### config.mk
export PLATFORM = sky130hd
export DESIGN_NAME = uart_rx
export DESIGN_NICKNAME = d
export VERILOG_FILES = /design/src/rtl/uart_pkg.sv /design/src/rtl/uart_rx_sync.sv /design/src/rtl/uart_rx.sv
export SDC_FILE = /design/constraint.sdc
export NUM_CORES = 1
export LEC_CHECK = 0
export ABC_CLOCK_PERIOD_IN_PS = 4600
export BUFFER_PORTS_ARGS = -buffer_cell sky130_fd_sc_hd__buf_2
export CAP_MARGIN = 20
export CORE_MARGIN = 2
export CORE_UTILIZATION = 30
export DETAILED_ROUTE_END_ITERATION = 8
export REMOVE_ABC_BUFFERS = 1
export SETUP_SLACK_MARGIN = 0.1
export SLEW_MARGIN = 10
export SYNTH_ARGS = -nofsm -noshare
export SYNTH_HDL_FRONTEND = slang
export SYNTH_SLANG_ARGS = --single-unit
### constraint.sdc
create_clock -name clk -period 4.6 [get_ports clk]
set_clock_uncertainty 0.1 [all_clocks]
set_input_delay 0.46 -clock clk [delete_from_list [all_inputs] [get_ports clk]]
set_output_delay 0.46 -clock clk [all_outputs]
set_load 0.02 [all_outputs]
### src/rtl/uart_pkg.sv
// Shared UART constants and the receiver state encoding.
// Used by both uart_rx and uart_tx so the two ends agree on bit timing.
package uart_pkg;

    localparam int UART_CLKS_PER_BIT = 868;
    localparam int UART_DATA_BITS    = 8;

    typedef enum logic [1:0] {
        IDLE  = 2'd0,
        START = 2'd1,
        DATA  = 2'd2,
        STOP  = 2'd3
    } rx_state_e;

endpackage

### src/rtl/uart_rx_sync.sv
// Brings the asynchronous serial line into the clk domain (two flops)
// and adds a third flop so a falling edge can be flagged for one cycle.
module uart_rx_sync (
    input  logic clk,
    input  logic rstn,
    input  logic rx_data,
    output logic rx_s,
    output logic rx_fall
);

    logic s1_q, s2_q, s3_q;
    logic s1_d, s2_d, s3_d;

    always_comb begin
        s1_d = rx_data;
        s2_d = s1_q;
        s3_d = s2_q;
    end

    // Reset to the idle-high level so releasing reset never looks like an edge
    always_ff @(posedge clk or negedge rstn) begin
        if (!rstn) begin
            s1_q <= 1'b1;
            s2_q <= 1'b1;
            s3_q <= 1'b1;
        end else begin
            s1_q <= s1_d;
            s2_q <= s2_d;
            s3_q <= s3_d;
        end
    end

    assign rx_s    = s2_q;
    assign rx_fall = s3_q & ~s2_q;

endmodule

### src/rtl/uart_rx.sv
// 8N1 UART receiver: mid-bit sampling FSM feeding a one-byte valid/ready
// holding register, with frame-error and overrun pulses.
module uart_rx
    import uart_pkg::*;
#(
    parameter int CLKS_PER_BIT = UART_CLKS_PER_BIT
) (
    input  logic       clk,
    input  logic       rstn,
    input  logic       rx_data,
    input  logic       rx_ready,
    output logic [7:0] dout,
    output logic       rx_valid,
    output logic       frame_err,
    output logic       overrun
);

    localparam int CNT_W = (CLKS_PER_BIT > 1) ? $clog2(CLKS_PER_BIT) : 1;
    localparam int IDX_W = $clog2(UART_DATA_BITS);
    localparam logic [CNT_W-1:0] HALF_M1  = CNT_W'(CLKS_PER_BIT / 2 - 1);
    localparam logic [CNT_W-1:0] BIT_M1   = CNT_W'(CLKS_PER_BIT - 1);
    localparam logic [IDX_W-1:0] IDX_LAST = IDX_W'(UART_DATA_BITS - 1);

    logic rx_s;
    logic rx_fall;

    uart_rx_sync u_sync (
        .clk     (clk),
        .rstn    (rstn),
        .rx_data (rx_data),
        .rx_s    (rx_s),
        .rx_fall (rx_fall)
    );

    rx_state_e                  state_q, state_d;
    logic [CNT_W-1:0]           cnt_q, cnt_d;
    logic [IDX_W-1:0]           idx_q, idx_d;
    logic [UART_DATA_BITS-1:0]  shreg_q, shreg_d;
    logic [7:0]                 dout_q, dout_d;
    logic                       valid_q, valid_d;
    logic                       ferr_q, ferr_d;
    logic                       ovr_q, ovr_d;
    logic                       good_stop;
    logic                       bad_stop;

    always_comb begin
        state_d   = state_q;
        cnt_d     = cnt_q;
        idx_d     = idx_q;
        shreg_d   = shreg_q;
        good_stop = 1'b0;
        bad_stop  = 1'b0;

        case (state_q)
            IDLE: begin
                cnt_d = '0;
                idx_d = '0;
                if (rx_fall) begin
                    state_d = START;
                end
            end
            // Half a bit into the start bit: a line that is already high was a glitch
            START: begin
                if (cnt_q == HALF_M1) begin
                    cnt_d   = '0;
                    idx_d   = '0;
                    state_d = rx_s ? IDLE : DATA;
                end else begin
                    cnt_d = cnt_q + 1'b1;
                end
            end
            DATA: begin
                if (cnt_q == BIT_M1) begin
                    cnt_d          = '0;
                    shreg_d[idx_q] = rx_s;
                    if (idx_q == IDX_LAST) begin
                        state_d = STOP;
                    end else begin
                        idx_d = idx_q + 1'b1;
                    end
                end else begin
                    cnt_d = cnt_q + 1'b1;
                end
            end
            STOP: begin
                if (cnt_q == BIT_M1) begin
                    cnt_d     = '0;
                    state_d   = IDLE;
                    good_stop = rx_s;
                    bad_stop  = ~rx_s;
                end else begin
                    cnt_d = cnt_q + 1'b1;
                end
            end
            default: begin
                state_d = IDLE;
                cnt_d   = '0;
                idx_d   = '0;
            end
        endcase
    end

    // Holding register: a consumer accept and a new load may coincide, the load wins
    always_comb begin
        dout_d  = dout_q;
        valid_d = valid_q;
        ferr_d  = bad_stop;
        ovr_d   = 1'b0;

        if (valid_q && rx_ready) begin
            valid_d = 1'b0;
        end

        if (good_stop) begin
            if (valid_q && !rx_ready) begin
                ovr_d = 1'b1;
            end else begin
                dout_d  = shreg_q;
                valid_d = 1'b1;
            end
        end
    end

    always_ff @(posedge clk or negedge rstn) begin
        if (!rstn) begin
            state_q <= IDLE;
            cnt_q   <= '0;
            idx_q   <= '0;
            shreg_q <= '0;
            dout_q  <= 8'h00;
            valid_q <= 1'b0;
            ferr_q  <= 1'b0;
            ovr_q   <= 1'b0;
        end else begin
            state_q <= state_d;
            cnt_q   <= cnt_d;
            idx_q   <= idx_d;
            shreg_q <= shreg_d;
            dout_q  <= dout_d;
            valid_q <= valid_d;
            ferr_q  <= ferr_d;
            ovr_q   <= ovr_d;
        end
    end

    assign dout      = dout_q;
    assign rx_valid  = valid_q;
    assign frame_err = ferr_q;
    assign overrun   = ovr_q;

endmodule
# Yosys cells after proc, flatten, opt, wreduce, memory -nomap -nowiden
# Index checks and enable logic that the tools add are counted.
dict set report classes {
  add_sub_neg 2
  magnitude_cmp 2
  n_eq_ne 12
  muxes 26
  n_bitwise 3
  reduce_logical 11
}
# operator count
set ops {}
lappend ops {{10-bit one-hot mux with 3 select lines} 1}
lappend ops {{10-bit 2-to-1 mux} 2}
lappend ops {{2-bit 2-to-1 mux} 6}
lappend ops {{2-bit inequality test (second input constant)} 6}
lappend ops {{10-bit by 1-bit adder with 10-bit output (second input constant)} 1}
lappend ops {{10-bit equality test (second input constant)} 1}
lappend ops {{10-bit by 9-bit equality test with 1-bit output (second input constant)} 1}
lappend ops {{1-bit 2-to-1 mux} 10}
lappend ops {{3-bit 2-to-1 mux} 3}
lappend ops {{3-bit one-hot mux with 3 select lines} 1}
lappend ops {{8-bit bitwise mux} 1}
lappend ops {{2-bit one-hot mux with 4 select lines} 1}
lappend ops {{5-bit AND reduction} 1}
lappend ops {{2-bit equality test (second input constant)} 2}
lappend ops {{3-bit by 4-bit less-than comparator with 1-bit output (second input constant)} 1}
lappend ops {{2-bit AND reduction} 2}
lappend ops {{4-bit AND reduction} 1}
lappend ops {{3-bit by 1-bit adder with 3-bit output (second input constant)} 1}
lappend ops {{1-bit demux with 3-bit select} 1}
lappend ops {{3-bit equality test (second input constant)} 1}
lappend ops {{3-bit by 1-bit greater-or-equal comparator with 1-bit output (second input constant)} 1}
lappend ops {{1-bit logical AND} 3}
lappend ops {{3-bit nonzero test} 1}
lappend ops {{2-bit by 1-bit equality test with 1-bit output (second input constant)} 1}
lappend ops {{other kinds (5)} 6}
dict set report totals {
  regBits 37
  inputBits 4
  out_inout_bits 11
  wordCells 67
}

# Depth between registers and ports, before layout
# Gate-level depths: netlist of the first run.
dict set report depth {
  word_depth 5
  mapped_depth 7
  depth_no_buf 6
}

# Hierarchy
# From an unflattened synthesis of the first run, not the netlist that was laid out.
dict set report hier_totals {
  cells_unflattened 142
  area_unflattened_um2 1711.6
}
# module instances cells_each area_each_um2 seq_area_each_um2
set by_module_without_submodules {}
lappend by_module_without_submodules {uart_rx 1 138 1619.1 850.8}
lappend by_module_without_submodules {uart_rx_sync 1 4 92.6 78.8}

# Least setup slack after synthesis of the first run
# Ideal clock, no wire load.
dict set report synth_path {
  path_type {reg-to-reg}
  start {register cnt_q[3]}
  end {register dout_q[0], in the netlist dout[0]}
  setup_ns 0.125
  t_arrival_ns 2.139
  required_ns 4.375
  path_slack_ns 2.236
  stages_incl_launch_ff 7
  n_path_buf 2
  period_less_slack_ns 2.364
  cell_sequence {dfrtp_1 or3b_4 or3_1 buf_2 or3b_1 buf_6 mux2_4}
}
dict set report synth_via {
  elab_chain_len 4
}
# item line
set synth_rtl {}
lappend synth_rtl {{start, declared} uart_rx.sv:36} ;# logic [CNT_W-1:0] cnt_q, cnt_d;
lappend synth_rtl {{start signal, assigned} uart_rx.sv:136} ;# cnt_q <= cnt_d;
lappend synth_rtl {{10-bit equality test} uart_rx.sv:86} ;# if (cnt_q == BIT_M1) begin
lappend synth_rtl {{1-bit 2-to-1 mux} uart_rx.sv:86}
lappend synth_rtl {{1-bit 2-to-1 mux} uart_rx.sv:54} ;# case (state_q)
lappend synth_rtl {{2-bit AND reduction (no source line)} --}
lappend synth_rtl {{end signal, assigned} uart_rx.sv:139} ;# dout_q <= dout_d;
lappend synth_rtl {{end, declared} uart_rx.sv:39} ;# logic [7:0] dout_q, dout_d;
# Every way passes these cells.
# A chain may end at the register's enable or synchronous reset.

# Worst setup path after layout of the first run
dict set report layout_path {
  start {register cnt_q[0]}
  end {register dout_q[3], in the netlist dout[3]}
}
# The elaborated chain is that of the path after synthesis.

==> results.sh, run 1 <==
export IMPL_status="finished, final reports clean"
export IMPL_netlist_area_um2=1720
export IMPL_timing_rr_end="dout[3]$_DFFE_PN0P_"
export IMPL_cts_root_buf="clkbuf_8"
export IMPL_use_met3_pct=4.41
export IMPL_grt_util_met2_pct=16.9
export IMPL_synth_edff_count=0
export IMPL_diodes=0
export IMPL_synthFlopType="dfrtp_1"
export IMPL_place_inst=226
export IMPL_worstReg2RegStart="cnt_q[0]$_DFF_PN0_"
export IMPL_cp_slowest_cell="or3b_1"
export IMPL_die_area_um2=6350
export IMPL_use_met1_pct=13.8
export IMPL_setup_worst_path_start="cnt_q[0]$_DFF_PN0_"
export IMPL_antenna_left=0
export IMPL_drc=0
export IMPL_cts_hold_buf=0
export IMPL_grt_pass1_wl_mm=5.26
export IMPL_drive_above_1_share_pct=26.1
export IMPL_clock_latency_ns=0.29
export IMPL_cts_buffer_depth=2
export IMPL_slew_viol_final=0
export IMPL_cts_tree="done"
export IMPL_post_cts_setup_buffers=0
export IMPL_overflow=0
export IMPL_first_pass_iters=4
export IMPL_totalWireLength_mm=2.90
export IMPL_place_area_um2=1840
export IMPL_area_growth_pct=12.6
export IMPL_endpoint="dout[3]$_DFFE_PN0P_"
export IMPL_synth_area_per_cell_um2=11.8
export IMPL_busiest_layer="met2"
export IMPL_grt_max_degree=38
export IMPL_pin_count=15
export IMPL_critPathMaxStageDelay_ns=0.63
export IMPL_clk_pin_slew_ns=0.08
export IMPL_ff2ff_path_depth=5
export IMPL_setup_violations=0
export IMPL_cts_resized=0
export IMPL_tightest_slew_ns=0.794
export IMPL_rows=27
export IMPL_hold_class="in2async"
export IMPL_max_cap_viol_count=0
export IMPL_ys_ff_latch=37
export IMPL_setup_ws_ns=2.04
export IMPL_r2r_setup_slack_ns=2.04
export IMPL_antenna_found_initial=0
export IMPL_cp_required_ns=4.67
export IMPL_holdWs_ns=0.149
export IMPL_cp_end_kind="flop"
export IMPL_port_buffers=14
export IMPL_yosys_warnings=0
export IMPL_start_util_pct=31.2
export IMPL_drt_iter0_markers=47
export IMPL_power_density_nw_per_um2=349
export IMPL_die_h_um=79.7
export IMPL_path_class="reg2reg"
export IMPL_async_flop_share_pct=100
export IMPL_core_um2=5510
export IMPL_fmaxAchievable_mhz=390
export IMPL_place_ws_ns=2.05
export IMPL_cts_max_level=2
export IMPL_cts_sinks=37
export IMPL_final_nets=169
export IMPL_crit_arrival_ns=2.64
export IMPL_post_dp_hpwl_mm=2.01
export IMPL_grt_pass1_vias=1105
export IMPL_final_util_pct=35.1
export IMPL_fin_area_um2=1930
export IMPL_die_w_um=79.7
export IMPL_ys_seq_area_share_pct=54.1
export IMPL_yosysUniqueCellTypes=36
export IMPL_hold_viol=0
export IMPL_p_leak_nw=0.911
export IMPL_total_power_mw=0.674
export IMPL_period_needed_ns=2.56
export IMPL_start_kind="flop"
export IMPL_routabilityCongestion=0.781
export IMPL_final_setup_tns_ns=0
export IMPL_max_slew_margin_rel_pct=47.1
export IMPL_vias=1088
export IMPL_wl_per_cell_um=12.4
export IMPL_fin_crit_sh_pct=55.8
export IMPL_via_per_inst=4.67
export IMPL_grt_usage_pct=11.0
export IMPL_cts_made_buffers=5
export IMPL_peakVddDrop_v=0.000172
export IMPL_syn_inst=146
export IMPL_critical_path_max_fanout=8
export IMPL_stdcell_count=233
export IMPL_grt_setup_unrepaired="false"
export IMPL_crit_chain="ha_1 > nand4bb_1 > or3_1 > or3b_1 > mux2_4"
[worst max-delay path: cells and delay by family, from the launching register on]
family	cells	cell delay, ns
flip-flops	1	0.44
multiplexers	1	0.38
AND/OR/NAND/NOR	3	1.27
adder cells (fa/ha/maj)	1	0.26
[cell families (layout without fill, tap and decap cells)]
| group | Yosys count | after routing | share of synthesized area, % |
|---|---|---|---|
| mux | 16 | 16 | 12.2 |
| simple gates | 60 | 60 | 19.2 |
| xor+xnor | 8 | 8 | 4.08 |
| compound gates | 11 | 11 | 4.59 |
| buf+inv | 10 | 25 | 2.84 |
| flops | 37 | 37 | 54.1 |
| fa+ha+maj | 4 | 4 | 2.91 |
[sequential cells by signal, summed over array words and instances, names as in the netlist, named ones only]
| name | count |
|---|---|
| cnt_q | 10 |
| dout | 8 |
| shreg_q | 8 |
| idx_q | 3 |
| frame_err | 1 |
| overrun | 1 |
| rx_valid | 1 |
| state_q | 1 |
| u_sync.rx_s | 1 |
| u_sync.s1_q | 1 |
| u_sync.s3_q | 1 |
[cells in the final DEF (no fill, tap or decap), types with 2 or more instances in the layout]
cell      instances
dfrtp_1          34
nor2_1           15
buf_2            14
nand3_1          10
mux2_2            8
mux2_4            8
nand2_1           7
nor3_1            6
clkbuf_8          6
xnor2_1           5
inv_1             4
nor3b_1           4
ha_1              4
xor2_1            3
o311ai_0          3
dfstp_2           3
or3_1             2
nand4_1           2
nand2b_1          2
o21ai_0           2
nor4_1            2
nand4b_1          2
a31oi_1           2
[worst min path at each step]
stage,to,slack [ns],cells after the start
floorplan,asynchronous set/reset pin,0.06,0
global placement,u_sync.rx_s$_DFF_PN1_,0.25,0
detailed placement,u_sync.rx_s$_DFF_PN1_,0.25,0
CTS,u_sync.s1_q$_DFF_PN1_,0.16,1
global route,u_sync.s1_q$_DFF_PN1_,0.16,1
finish,idx_q[1]$_DFFE_PN0P_,0.15,1
[synthesized netlist by cell type (3+ instances only)]
cell | instances | area [um2]
ha_1 | 4 | 50.1
xnor2_1 | 5 | 43.8
nor2_1 | 15 | 56.3
nand2_1 | 7 | 26.3
nor3b_1 | 4 | 30.0
dfstp_2 | 3 | 78.8
buf_2 | 3 | 15.0
o311ai_0 | 3 | 26.3
inv_1 | 4 | 15.0
xor2_1 | 3 | 26.3
mux2_4 | 8 | 120
nor3_1 | 6 | 30.0
dfrtp_1 | 34 | 851
nand3_1 | 10 | 50.1
mux2_2 | 8 | 90.1
[power by group]
part	internal, mW	switching [mW]	total, mW
registers	0.347	0.0334	0.381
logic	0.0274	0.0368	0.0642
clock network	0.118	0.111	0.229
total	0.493	0.181	0.674
[area by class of cell]
cell class              instances  area, um2
fillers                       558       3570
flip-flops and latches         37        930
multi-input cells              99        739
well taps                      72       90.1
clock buffers                   6       82.6
repair buffers                 14       70.1
inverters                       4       15.0
clock inverters                 1       7.51
[metal layers]
layer  share of wire, %  vias to the layer above
met5                  0                        -
met4                1.2                        0
met3                3.1                        4
met2                 47                       14
met1                 49                      518
li1                   -                      552
Note: power is estimated with default switching activity, not from simulation.
==> run 2: changes to the inputs <==
Settings changed: ABC_CLOCK_PERIOD_IN_PS 4600 to 2200.
Clock period 4.6 ns to 2.2 ns, I/O delays scaled along.
==> results.sh, run 2 (same netlist as run 1, synthesis figures left out) <==
export IMPL_tightest_slew_ns=0.815
export IMPL_period_needed_ns=2.17
export IMPL_max_cap_viol_count=0
export IMPL_antenna_found_initial=0
export IMPL_crit_top_cell="or3b_4"
export IMPL_cp_required_ns=2.28
export IMPL_wl_per_cell_um=12.9
export IMPL_final_nets=191
export IMPL_top_register="cnt_q"
export IMPL_stdcell_count=256
export IMPL_cts_made_buffers=5
export IMPL_totalWireLength_mm=3.30
export IMPL_cts_max_level=2
export IMPL_grt_pass1_vias=1221
export IMPL_clk_pin_slew_ns=0.08
export IMPL_cts_root_buf="clkbuf_8"
export IMPL_rows=27
export IMPL_max_slew_margin_rel_pct=45.7
export IMPL_port_buffers=14
export IMPL_antenna_left=0
export IMPL_die_h_um=79.7
export IMPL_drive_above_1_share_pct=39.7
export IMPL_power_density_nw_per_um2=684
export IMPL_routabilityCongestion=0.812
export IMPL_grt_pass1_wl_mm=5.74
export IMPL_post_dp_hpwl_mm=2.25
export IMPL_diodes=0
export IMPL_core_um2=5510
export IMPL_holdWs_ns=0.145
export IMPL_critPathMaxStageDelay_ns=0.41
export IMPL_place_inst=245
export IMPL_layout_common_cells="dfrtp_1 (34), buf_4 (19), nor2_1 (15)"
export IMPL_overflow=0
export IMPL_cp_slowest_cell="or3b_4"
export IMPL_critical_path_max_fanout=8
export IMPL_final_util_pct=39.5
export IMPL_hold_viol=0
export IMPL_pin_count=15
export IMPL_fin_crit_sh_pct=98.7
export IMPL_layout_commonest_cell="dfrtp_1"
export IMPL_die_area_um2=6350
export IMPL_slew_viol_final=0
export IMPL_die_w_um=79.7
export IMPL_cts_buffer_depth=2
export IMPL_peakVddDrop_v=0.000462
export IMPL_area_growth_pct=26.6
export IMPL_start_util_pct=31.2
export IMPL_via_per_inst=4.78
export IMPL_clock_latency_ns=0.28
export IMPL_first_pass_iters=4
export IMPL_start_kind="flop"
export IMPL_crit_arrival_ns=2.25
export IMPL_grt_setup_unrepaired="true"
export IMPL_drc=0
export IMPL_largest_register_ff_count=10
export IMPL_cts_tree="done"
export IMPL_path_class="reg2reg"
export IMPL_status="finished, final reports clean"
export IMPL_vias=1223
export IMPL_setup_violations=0
export IMPL_p_leak_nw=1.03
export IMPL_cts_sinks=37
export IMPL_hold_class="in2reg"
export IMPL_fmaxAchievable_mhz=461
export IMPL_crit_chain="or3b_4 > or3_4 > or3b_4 > buf_6 > mux2_4"
export IMPL_cp_end_kind="flop"
export IMPL_grt_max_degree=38
export IMPL_drt_iter0_markers=51
export IMPL_grt_usage_pct=11.9
run 2: layout make-up:
type                            count  area, um2
Sequential cell                    37        930
Fill cell                         522       3330
Inverter                            4       15.0
Timing Repair Buffer               36        244
Clock inverter                      3       17.5
Clock buffer                        5       68.8
Tap cell                           72       90.1
Multi-Input combinational cell     99        810
run 2: report_power, final:
part	internal [mW]	leakage [nW]	switching, mW
registers	0.726	0.497	0.0224
clock network	0.218	0.0439	0.240
logic	0.137	0.491	0.143
run 2: per-layer routing:
metal	GRT usage [%]	routed length, um	vias up
met3	3.39	118	5
met4	5.17	41	0
met2	19.0	1630	18
met1	14.9	1510	605
li1	-	-	595
met5	0	0	-
run 2: per-stage QoR:
step	power (mW)	worst slack, ns	setup TNS [ns]	cell area, um2
after floorplan	0.890	-0.210	-1.68	1680
after global placement	1.01	-0.0237	-0.198	1990
after detailed placement	1.02	-0.0544	-0.431	1990
after CTS	1.50	0.00524	0	2120
after global routing	1.58	-0.00938	-0.0406	2170
final	1.49	0.0297	0	2170
run 2: path summary, 6_finish.rpt:
path / slack [ns] / cells after the start / endpoint / startpoint
max: 0.03 / 5 / dout[4]$_DFFE_PN0P_ / cnt_q[3]$_DFF_PN0_
max reg2reg: 0.03 / 5 / dout[4]$_DFFE_PN0P_ / cnt_q[3]$_DFF_PN0_
max in group asynchronous: 1.02 / 2 / cnt_q[1]$_DFF_PN0_ / rstn
min reg2reg: 0.26 / 0 / u_sync.rx_s$_DFF_PN1_ / u_sync.s1_q$_DFF_PN1_
min in group asynchronous: 0.46 / 2 / dout[1]$_DFFE_PN0P_ / rstn
min: 0.14 / 3 / overrun$_DFF_PN0_ / rx_ready
run 2: worst max-delay path: cells and delay by family (launching register included):
kind          cells  cell delay, ns
buf+inv           1            0.16
mux               1            0.30
simple gates      3            1.13
flops             1            0.38
run 2: repair_timing:
action                                  CTS  global route
hold endpoints to repair                 35             0
hold buffers                              2             0
endpoints found under the setup margin   12            24
pin swaps                                 5             3
buffers inserted                          1             0
gates resized for setup                   6             8
==> run 3: changes to the inputs <==
Settings changed: CORE_UTILIZATION 30 to 48, PLACE_DENSITY from default to 0.69.
==> results.sh, run 3 (same netlist as run 1, synthesis figures left out) <==
export IMPL_tightest_slew_ns=0.781
export IMPL_cts_root_buf="clkbuf_4"
export IMPL_final_util_pct=64.8
export IMPL_wl_per_cell_um=14.9
export IMPL_pin_count=15
export IMPL_cts_sinks=37
export IMPL_cts_tree="done"
export IMPL_diodes=0
export IMPL_place_area_um2=1950
export IMPL_routabilityCongestion=0.863
export IMPL_start_kind="flop"
export IMPL_setup_ws_ns=-0.0188
export IMPL_drive_above_1_share_pct=40.6
export IMPL_critical_path_max_fanout=8
export IMPL_fill_cells=253
export IMPL_totalWireLength_mm=3.46
export IMPL_stdcell_count=233
export IMPL_peakVddDrop_v=0.000456
export IMPL_clock_latency_ns=0.36
export IMPL_post_dp_hpwl_mm=2.33
export IMPL_drc=0
export IMPL_vias=1236
export IMPL_ff2ff_path_depth=5
export IMPL_regArea_um2=930
export IMPL_overflow=0
export IMPL_violations="setup timing"
export IMPL_place_inst=219
export IMPL_grt_usage_pct=19.0
export IMPL_layout_commonest_cell="dfrtp_1"
export IMPL_final_nets=194
export IMPL_layout_common_cells="dfrtp_1 (34), buf_4 (22), nor2_1 (15)"
export IMPL_die_area_um2=4070
export IMPL_fin_area_um2=2200
export IMPL_fmaxAchievable_mhz=451
export IMPL_start_util_pct=50.7
export IMPL_rows=21
export IMPL_hold_depth=3
export IMPL_grt_pass1_vias=1213
export IMPL_via_per_inst=5.30
export IMPL_die_w_um=63.8
export IMPL_path_class="reg2reg"
export IMPL_setup_violations=5
export IMPL_largest_register_ff_count=10
export IMPL_cts_made_buffers=5
export IMPL_p_leak_nw=1.06
export IMPL_area_growth_pct=27.8
export IMPL_fin_crit_sh_pct=101
export IMPL_clk_pin_slew_ns=0.12
export IMPL_status="finished, violations left"
export IMPL_grt_max_degree=38
export IMPL_first_pass_iters=4
export IMPL_grt_pass1_wl_mm=5.78
export IMPL_multi_input_area_um2=838
export IMPL_hold_viol=0
export IMPL_max_slew_margin_rel_pct=47.9
export IMPL_core_um2=3390
export IMPL_die_h_um=63.8
export IMPL_port_buffers=14
export IMPL_cts_max_level=2
export IMPL_antenna_found_initial=0
export IMPL_max_cap_viol_count=0
export IMPL_grt_setup_unrepaired="true"
export IMPL_power_density_nw_per_um2=711
export IMPL_antenna_left=0
export IMPL_crit_arrival_ns=2.36
export IMPL_period_needed_ns=2.22
export IMPL_cp_end_kind="flop"
export IMPL_cts_buffer_depth=2
export IMPL_drt_iter0_markers=58
export IMPL_top_register="cnt_q"
export IMPL_slew_viol_final=0
export IMPL_cp_required_ns=2.34
export IMPL_hold_class="in2reg"
[run 3: cell count changes in the layout (fill, tap and decap cells not counted), sizes merged]
| cell | previous run | this run |
|---|---|---|
| clkinv | 2 | 0 |
| bufinv | 0 | 1 |
| clkbuf | 5 | 6 |
| buf | 34 | 37 |
[run 3: area by class of cell]
cell class,count,area share (%)
Timing Repair Buffer,39,12.1
Clock inverter,2,1.71
Tap cell,46,2.62
Sequential cell,37,42.3
Inverter,4,0.684
Clock buffer,6,2.34
Multi-Input combinational cell,99,38.2
[run 3: what timing repair did]
item / CTS / global route
pin swaps: 5 / 7
hold buffers: 2 / 0
resized for setup: 11 / 7
buffers inserted: 1 / 3
setup endpoints to repair: 12 / 17
endpoints found under the hold margin: 35 / 0
[run 3: critical path: stages (launching register included)]
cell	delay (ns)
dfrtp_1	0.40
or3b_4	0.41
or3_4	0.34
or3b_1	0.40
buf_6	0.17
mux2_4	0.29
[run 3: power breakdown]
| group | switching (mW) | leakage [nW] | total (mW) | internal, mW |
|---|---|---|---|---|
| clock network | 0.237 | 0.0445 | 0.507 | 0.270 |
| registers | 0.0233 | 0.497 | 0.749 | 0.726 |
| logic | 0.154 | 0.519 | 0.306 | 0.152 |
[run 3: through the flow]
step           hold WS [ns]  power, mW  setup slack, ns  setup TNS [ns]
6_report             0.0655       1.56          -0.0188         -0.0396
5_1_grt              0.0711       1.64          -0.0542          -0.433
4_1_cts              0.0456       1.53         -0.00476         -0.0146
3_5_place_dp          0.227       1.02          -0.0636          -0.523
3_3_place_gp          0.226       1.01          -0.0434          -0.341
2_1_floorplan        -0.176      0.890           -0.210           -1.68
[run 3: final timing paths]
path | slack (ns) | end | start
setup / recovery | -0.02 | dout[0]$_DFFE_PN0P_ | cnt_q[3]$_DFF_PN0_
hold reg to reg | 0.26 | u_sync.rx_s$_DFF_PN1_ | u_sync.s1_q$_DFF_PN1_
setup reg to reg | -0.02 | dout[0]$_DFFE_PN0P_ | cnt_q[3]$_DFF_PN0_
min in group asynchronous | 0.37 | shreg_q[1]$_DFFE_PN0P_ | rstn
hold / removal | 0.07 | overrun$_DFF_PN0_ | rx_ready
max in group asynchronous | 1.13 | dout[0]$_DFFE_PN0P_ | rstn
[run 3: per-layer routing]
layer	part of all wire [%]	vias up	GRT usage [%]	routed length, um
met5	0	-	0	0
met4	2.1	0	6.52	71
met3	4.6	7	6.87	159
met2	47	28	28.6	1620
met1	46	600	25.3	1610
li1	-	601	-	-
